--- src/rtl/wb_pkg.sv ---
// Shared widths and FSM state encoding for the register-file writeback port arbiter.
package wb_pkg;
    localparam int REG_ADDR_W = 5;
    localparam int XLEN       = 32;

    typedef enum logic [1:0] {
        IDLE  = 2'd0,
        DRAIN = 2'd1,
        FORCE = 2'd2
    } wb_state_e;
endpackage

--- src/rtl/wb_result_fifo.sv ---
// Small in-order FIFO holding long-latency unit results ({rd, data}) until a writeback slot is free.
module wb_result_fifo #(
    parameter int DEPTH = 2,
    parameter int WIDTH = 37
) (
    input  logic                   clk_i,
    input  logic                   rst_i,
    input  logic                   push_i,
    input  logic                   pop_i,
    input  logic [WIDTH-1:0]       wdata_i,
    output logic [WIDTH-1:0]       rdata_o,
    output logic                   full_o,
    output logic                   empty_o,
    output logic [$clog2(DEPTH):0] count_o
);
    localparam int PTR_W = $clog2(DEPTH);

    logic [WIDTH-1:0] mem_q [DEPTH];
    logic [PTR_W-1:0] wr_ptr_q, wr_ptr_d;
    logic [PTR_W-1:0] rd_ptr_q, rd_ptr_d;
    logic [PTR_W:0]   count_q, count_d;
    logic             do_push_s;
    logic             do_pop_s;

    assign full_o  = (count_q == (PTR_W+1)'(DEPTH));
    assign empty_o = (count_q == (PTR_W+1)'(0));
    assign count_o = count_q;
    assign rdata_o = mem_q[rd_ptr_q];

    // Pointer and occupancy next-state; pointers wrap naturally since DEPTH is a power of two.
    always_comb begin
        do_push_s = push_i && !full_o;
        do_pop_s  = pop_i && !empty_o;
        wr_ptr_d  = wr_ptr_q;
        rd_ptr_d  = rd_ptr_q;
        count_d   = count_q;
        if (do_push_s) begin
            wr_ptr_d = wr_ptr_q + PTR_W'(1);
        end else begin
            wr_ptr_d = wr_ptr_q;
        end
        if (do_pop_s) begin
            rd_ptr_d = rd_ptr_q + PTR_W'(1);
        end else begin
            rd_ptr_d = rd_ptr_q;
        end
        case ({do_push_s, do_pop_s})
            2'b10:   count_d = count_q + (PTR_W+1)'(1);
            2'b01:   count_d = count_q - (PTR_W+1)'(1);
            default: count_d = count_q;
        endcase
    end

    // Control state register with synchronous reset.
    always_ff @(posedge clk_i) begin
        if (rst_i) begin
            wr_ptr_q <= '0;
            rd_ptr_q <= '0;
            count_q  <= '0;
        end else begin
            wr_ptr_q <= wr_ptr_d;
            rd_ptr_q <= rd_ptr_d;
            count_q  <= count_d;
        end
    end

    // Storage array; contents are don't-care while the count says the slot is empty.
    always_ff @(posedge clk_i) begin
        if (do_push_s) begin
            mem_q[wr_ptr_q] <= wdata_i;
        end
    end
endmodule

--- src/rtl/wb_port_arbiter.sv ---
// Shares the register-file write port between pipeline writeback (always first) and queued LU results,
// requesting a one-slot bubble when the oldest LU result has been starved too long.
module wb_port_arbiter
    import wb_pkg::*;
#(
    parameter int DEPTH        = 2,
    parameter int STARVE_LIMIT = 8
) (
    input  logic                  clk_i,
    input  logic                  rst_i,
    input  logic                  pipe_we_i,
    input  logic [REG_ADDR_W-1:0] pipe_waddr_i,
    input  logic [XLEN-1:0]       pipe_wdata_i,
    input  logic                  lu_valid_i,
    input  logic [REG_ADDR_W-1:0] lu_waddr_i,
    input  logic [XLEN-1:0]       lu_wdata_i,
    output logic                  lu_ready_o,
    output logic                  stall_o,
    output logic                  rf_we_o,
    output logic [REG_ADDR_W-1:0] rf_waddr_o,
    output logic [XLEN-1:0]       rf_wdata_o
);
    localparam int CNT_W  = $clog2(STARVE_LIMIT + 1);
    localparam int FCNT_W = $clog2(DEPTH) + 1;
    localparam int ENT_W  = REG_ADDR_W + XLEN;

    wb_state_e             state_q, state_d;
    logic [CNT_W-1:0]      wait_cnt_q, wait_cnt_d;
    logic                  stall_q, stall_d;
    logic                  ready_en_q, ready_en_d;
    logic                  rf_we_q, rf_we_d;
    logic [REG_ADDR_W-1:0] rf_waddr_q, rf_waddr_d;
    logic [XLEN-1:0]       rf_wdata_q, rf_wdata_d;

    logic                  live_s, push_s, pop_s;
    logic                  fifo_full_s, fifo_empty_s;
    logic [FCNT_W-1:0]     fifo_count_s, fifo_count_next_s;
    logic [ENT_W-1:0]      head_s;

    // ready_en_q keeps lu_ready_o low through reset and raises it one cycle after release.
    assign lu_ready_o = ready_en_q && !fifo_full_s;
    assign stall_o    = stall_q;
    assign rf_we_o    = rf_we_q;
    assign rf_waddr_o = rf_waddr_q;
    assign rf_wdata_o = rf_wdata_q;

    wb_result_fifo #(.DEPTH(DEPTH), .WIDTH(ENT_W)) u_fifo (
        .clk_i   (clk_i),
        .rst_i   (rst_i),
        .push_i  (push_s),
        .pop_i   (pop_s),
        .wdata_i ({lu_waddr_i, lu_wdata_i}),
        .rdata_o (head_s),
        .full_o  (fifo_full_s),
        .empty_o (fifo_empty_s),
        .count_o (fifo_count_s)
    );

    // Port arbitration, wait counter and FSM next-state.
    always_comb begin
        live_s            = pipe_we_i && (pipe_waddr_i != REG_ADDR_W'(0));
        push_s            = lu_valid_i && lu_ready_o && (lu_waddr_i != REG_ADDR_W'(0));
        pop_s             = !live_s && !fifo_empty_s;
        fifo_count_next_s = fifo_count_s;
        wait_cnt_d        = wait_cnt_q;
        state_d           = state_q;
        ready_en_d        = 1'b1;
        rf_we_d           = 1'b0;
        rf_waddr_d        = rf_waddr_q;
        rf_wdata_d        = rf_wdata_q;

        case ({push_s, pop_s})
            2'b10:   fifo_count_next_s = fifo_count_s + FCNT_W'(1);
            2'b01:   fifo_count_next_s = fifo_count_s - FCNT_W'(1);
            default: fifo_count_next_s = fifo_count_s;
        endcase

        if (live_s) begin
            rf_we_d    = 1'b1;
            rf_waddr_d = pipe_waddr_i;
            rf_wdata_d = pipe_wdata_i;
        end else if (!fifo_empty_s) begin
            rf_we_d    = 1'b1;
            rf_waddr_d = head_s[ENT_W-1:XLEN];
            rf_wdata_d = head_s[XLEN-1:0];
        end else begin
            rf_we_d    = 1'b0;
        end

        if (pop_s || fifo_empty_s) begin
            wait_cnt_d = CNT_W'(0);
        end else if (wait_cnt_q != CNT_W'(STARVE_LIMIT)) begin
            wait_cnt_d = wait_cnt_q + CNT_W'(1);
        end else begin
            wait_cnt_d = wait_cnt_q;
        end

        // Starvation is judged on the updated count so the bubble request follows the Nth blocked cycle.
        case (state_q)
            IDLE: begin
                if (push_s) state_d = DRAIN;
                else        state_d = IDLE;
            end
            DRAIN: begin
                if (wait_cnt_d == CNT_W'(STARVE_LIMIT))   state_d = FORCE;
                else if (fifo_count_next_s == FCNT_W'(0)) state_d = IDLE;
                else                                      state_d = DRAIN;
            end
            FORCE: begin
                if (pop_s && (fifo_count_next_s != FCNT_W'(0))) state_d = DRAIN;
                else if (pop_s)                                 state_d = IDLE;
                else                                            state_d = FORCE;
            end
            default: state_d = IDLE;
        endcase

        stall_d = (state_d == FORCE);
    end

    // State, counter and registered outputs with synchronous reset.
    always_ff @(posedge clk_i) begin
        if (rst_i) begin
            state_q    <= IDLE;
            wait_cnt_q <= '0;
            stall_q    <= 1'b0;
            ready_en_q <= 1'b0;
            rf_we_q    <= 1'b0;
            rf_waddr_q <= '0;
            rf_wdata_q <= '0;
        end else begin
            state_q    <= state_d;
            wait_cnt_q <= wait_cnt_d;
            stall_q    <= stall_d;
            ready_en_q <= ready_en_d;
            rf_we_q    <= rf_we_d;
            rf_waddr_q <= rf_waddr_d;
            rf_wdata_q <= rf_wdata_d;
        end
    end
endmodule

--- config.mk ---
export PLATFORM = sky130hd
export DESIGN_NAME = wb_port_arbiter
export DESIGN_NICKNAME = d
export VERILOG_FILES = /design/src/rtl/wb_pkg.sv /design/src/rtl/wb_result_fifo.sv /design/src/rtl/wb_port_arbiter.sv
export SDC_FILE = /design/constraint.sdc
export NUM_CORES = 1
export LEC_CHECK = 0
export ABC_AREA = 1
export CORE_MARGIN = 5
export CORE_UTILIZATION = 45
export DETAILED_ROUTE_END_ITERATION = 12
export PLACE_DENSITY = 0.8
export SYNTH_ARGS = -nofsm -noshare
export SYNTH_HDL_FRONTEND = slang
export SYNTH_SLANG_ARGS = --single-unit
--- constraint.sdc ---
create_clock -name clk_i -period 3.45 [get_ports clk_i]
set_input_delay 1.035 -clock clk_i [delete_from_list [all_inputs] [get_ports clk_i]]
set_output_delay 1.035 -clock clk_i [all_outputs]
set_load 0.02 [all_outputs]
==> reports/qor.json <==
{
  "global_route": {
    "track_usage_pct": 17.91,
    "grt_remaining_overflow": 0,
    "vias_in_the_first_global_route": 3688,
    "grt_start_max_net_pins": 38,
    "grt_first_pass_wirelength_um": 18200,
    "grt_antenna_before_repair": 0
  },
  "drt": {
    "wl_per_cell_um": 15.82,
    "first_pass_iters": 4,
    "route.antenna.remaining_nets": 0,
    "vias_per_cell": 4.986,
    "drt_iter0_markers": 160,
    "vias": 3560,
    "drt-total-wl_um": 11300,
    "route.detailed.drc": 0
  },
  "placed_design": {
    "gp_routability_congestion": 0.7948,
    "place_hpwl_um": 7739,
    "port_buffers": 117
  },
  "clock_network": {
    "clock_latency_of_the_later_clocked_register_in_the_worst_skew_pair_ps": 510,
    "cts.htree.levels": 4,
    "postCtsSetupRepairBufs": 0,
    "cts.repair.resized": 0,
    "total_of_hold_buffers_inserted_after_clock_tree_synthesis": 0,
    "tritoncts_sink_count": 125,
    "worst_setup_hold_path_clk_slew_ps": 50,
    "tritoncts.num_buffers": 17,
    "clock_tree.buffer_depth": 2,
    "tritoncts_clock_tree": "built",
    "clock_tree.root_cell": "clkbuf_8"
  },
  "status": {
    "run_status": "complete, no violations"
  },
  "critical_path": {
    "timing.reg2reg.worst_path_depth": 14,
    "timing.critical_path.max_delay_family": "buffers and inverters",
    "critPathMaxStageDelay_ps": 600,
    "critPathLaunchType": "register",
    "minimum_setup_slack_among_reg_to_reg_paths_ps": 1330,
    "r2r_start": "u_fifo.count_o[0]",
    "worst-setup-path-type": "reg -> out",
    "r2r_end": "state_q[0]",
    "critical_path_buf_inv_count": 2,
    "end_kind": "output pin",
    "worst-endpoint-required_ps": 2410,
    "critical_path.cell_chain": "inv_1 -> ha_1 -> nor2_1 -> clkdlybuf4s50_1",
    "worstPathMaxFanout": 6,
    "cp.arrival_ps": 1900,
    "critical-path-slowest-cell": "clkdlybuf4s50_1"
  },
  "sta": {
    "final.period_utilization_pct": 85.02,
    "max_freq_ghz": 0.3409,
    "final.min_clock_period_ps": 2933,
    "finalHoldWorstSlack_ps": 442.6,
    "finalHoldViolations": 0,
    "final-setup-viol-count": 0,
    "worst_clock_skew_ps": 15.56,
    "pin_slew_with_the_least_headroom_to_its_limit_ps": 576.8,
    "max-slew-margin-rel_pct": 61.55,
    "final-max-slew-violation-count": 0,
    "grt_setup_unrepaired": "false",
    "final.setup.tns_ps": 0
  },
  "logic_synthesis": {
    "yosysTopAreaCellShare_pct": 44.57,
    "yosysWarnings": 0,
    "yosys.cell_types.count": 30,
    "synth_compound_gate_area_share_pct": 10.41,
    "synth_mux_area_share_pct": 4.617,
    "yosys.area_share.adder_pct": 1.757,
    "post_synth.cell_area_avg_um2": 11.41,
    "synth.top_cells.by_area": "edfxtp_1, dfxtp_1, nand2_1",
    "count_of_state_elements_after_synthesis": 125,
    "yosys.area_share.simple_pct": 12.42,
    "synthesis.instances": 437,
    "synthesis.area_mm2": 0.004986,
    "mappedNetlistNets": 522,
    "synthXorXnorAreaFrac_pct": 0.3513,
    "yosys.area.top_type": "edfxtp_1",
    "combinational_family_with_the_most_area_after_synthesis": "simple AND/OR/NAND/NOR gates",
    "seq_area_frac_synth_pct": 65.04
  },
  "floorplanning": {
    "core_area_mm2": 0.01084,
    "start_util_pct": 45.99,
    "design.die.area_mm2": 0.01328,
    "dieWidth_um": 115.3,
    "die-height_um": 115.3,
    "design.portCount": 118,
    "num_rows": 38
  },
  "min_path": {
    "min-delay-path-class": "reg -> reg",
    "min_delay_path_depth": 1,
    "hp-start": "u_fifo.rd_ptr_q"
  },
  "finish": {
    "finish.net_count": 646,
    "antenna_cells": 0,
    "layout_area_overhead_pct": 37.69,
    "final_layout_size_suffix_gt1_share_pct": 11.32
  },
  "power_and_ir_drop": {
    "power.total_mw": 4.602,
    "pwr_density_cell_mw_per_mm2": 670.3,
    "p_leak_nw": 2.567,
    "vdd_drop_max_mv": 0.3770
  },
  "job": {
    "maxCapViolations": 0
  }
}
## cells in the final DEF (no fill, tap or decap), drive strengths merged
cell type	netlist	routed
clkdlybuf4s50	0	117
nand2	91	91
edfxtp	74	74
dfxtp	51	51
inv	32	32
nor2	31	31
clkbuf	7	24
mux2i	23	23
a21oi	23	23
o21ai	22	22
o211ai	20	20
or2	13	13
a31oi	12	12
nand3	9	9
buf	14	9
ha	7	7
clkinv	1	6
nand4	2	2
bufinv	0	2
nor3	1	1
nor3b	1	1
o221ai	1	1
xnor2	1	1
xor2	1	1
clkinvlp	0	1
## logic make-up after synthesis
| logic type | Yosys count |
|---|---|
| AND/OR/NAND/NOR | 148 |
| flip-flops | 125 |
| AO/OA/AOI/OAI | 78 |
| buffers and inverters | 54 |
| multiplexers | 23 |
| adder cells (fa/ha/maj) | 7 |
| XOR/XNOR | 2 |
## registers in the layout, indices dropped and copies added, names as in the netlist, named ones only
name / flops
u_fifo.mem_q: 74
rf_wdata_o: 32
rf_waddr_o: 5
wait_cnt_q: 4
state_q: 2
u_fifo.count_o: 2
ready_en_q: 1
rf_we_o: 1
stall_o: 1
u_fifo.rd_ptr_q: 1
u_fifo.wr_ptr_q: 1
## cell usage after synthesis, drive strengths merged
cell and number:
nand2 91, edfxtp 74, dfxtp 51, inv 32
nor2 31, a21oi 23, mux2i 23, o21ai 22
o211ai 20, buf 14, or2 13, a31oi 12
nand3 9, clkbuf 7, ha 7, nand4 2
clkinv 1, nor3 1, nor3b 1, o221ai 1
xnor2 1, xor2 1
## where the power goes
| part | leakage (nW) | total [mW] | switching [mW] | internal (mW) |
|---|---|---|---|---|
| registers | 1.10 | 1.83 | 0.0690 | 1.76 |
| clock network | 0.267 | 1.64 | 0.576 | 1.06 |
| logic | 1.20 | 1.14 | 0.653 | 0.485 |
## worst max-delay path by stage
| stage | startpoint | endpoint | slack (ps) | cells after the start |
|---|---|---|---|---|
| 6_report | u_fifo.count_o[0] | lu_ready_o | 520 | 4 |
| 5_1_grt | u_fifo.count_o[0] | lu_ready_o | 420 | 4 |
| 4_1_cts | u_fifo.count_o[0] | lu_ready_o | 500 | 4 |
| 3_5_place_dp | lu_waddr_i[3] | state_q[0] | 380 | 14 |
| 3_3_place_gp | lu_waddr_i[3] | state_q[0] | 440 | 14 |
| 2_1_floorplan | lu_valid_i | u_fifo.mem_q[1][0] | 30 | 3 |
## stage by stage
step	utilization, %	setup WS, ps	area (um^2)	cells
after detailed placement	58.24	381.7	6314	682
after CTS	63.33	495.6	6865	714
after floorplan	-	28.40	4986	437
after global placement	58.24	443.5	6314	682
after global routing	63.33	424.4	6865	714
final	63.33	516.9	6865	714
## routing by layer
layer | vias up | GRT usage [%] | share of wire [%]
met5 | - | 0 | 0
met4 | 0 | 5.869 | 1.1
met3 | 13 | 5.842 | 5.7
met2 | 96 | 30.36 | 52
met1 | 1691 | 21.63 | 41
li1 | 1760 | - | -
## worst register-to-register path: cells and delay by family (launching register included)
kind	cells	cell delay [ps]
AND/OR/NAND/NOR	7	850
buffers and inverters	4	400
adder cells (fa/ha/maj)	2	400
flip-flops	1	340
AO/OA/AOI/OAI	1	60
## layout make-up
class | instances | area, um^2
Sequential cell | 125 | 3244
Tap cell | 140 | 175.2
Clock inverter | 8 | 90.09
Multi-Input combinational cell | 258 | 1489
Fill cell | 837 | 3975
Inverter | 33 | 128.9
Timing Repair Buffer | 126 | 1276
Clock buffer | 24 | 461.7
Power figures use the tool's default switching activity.
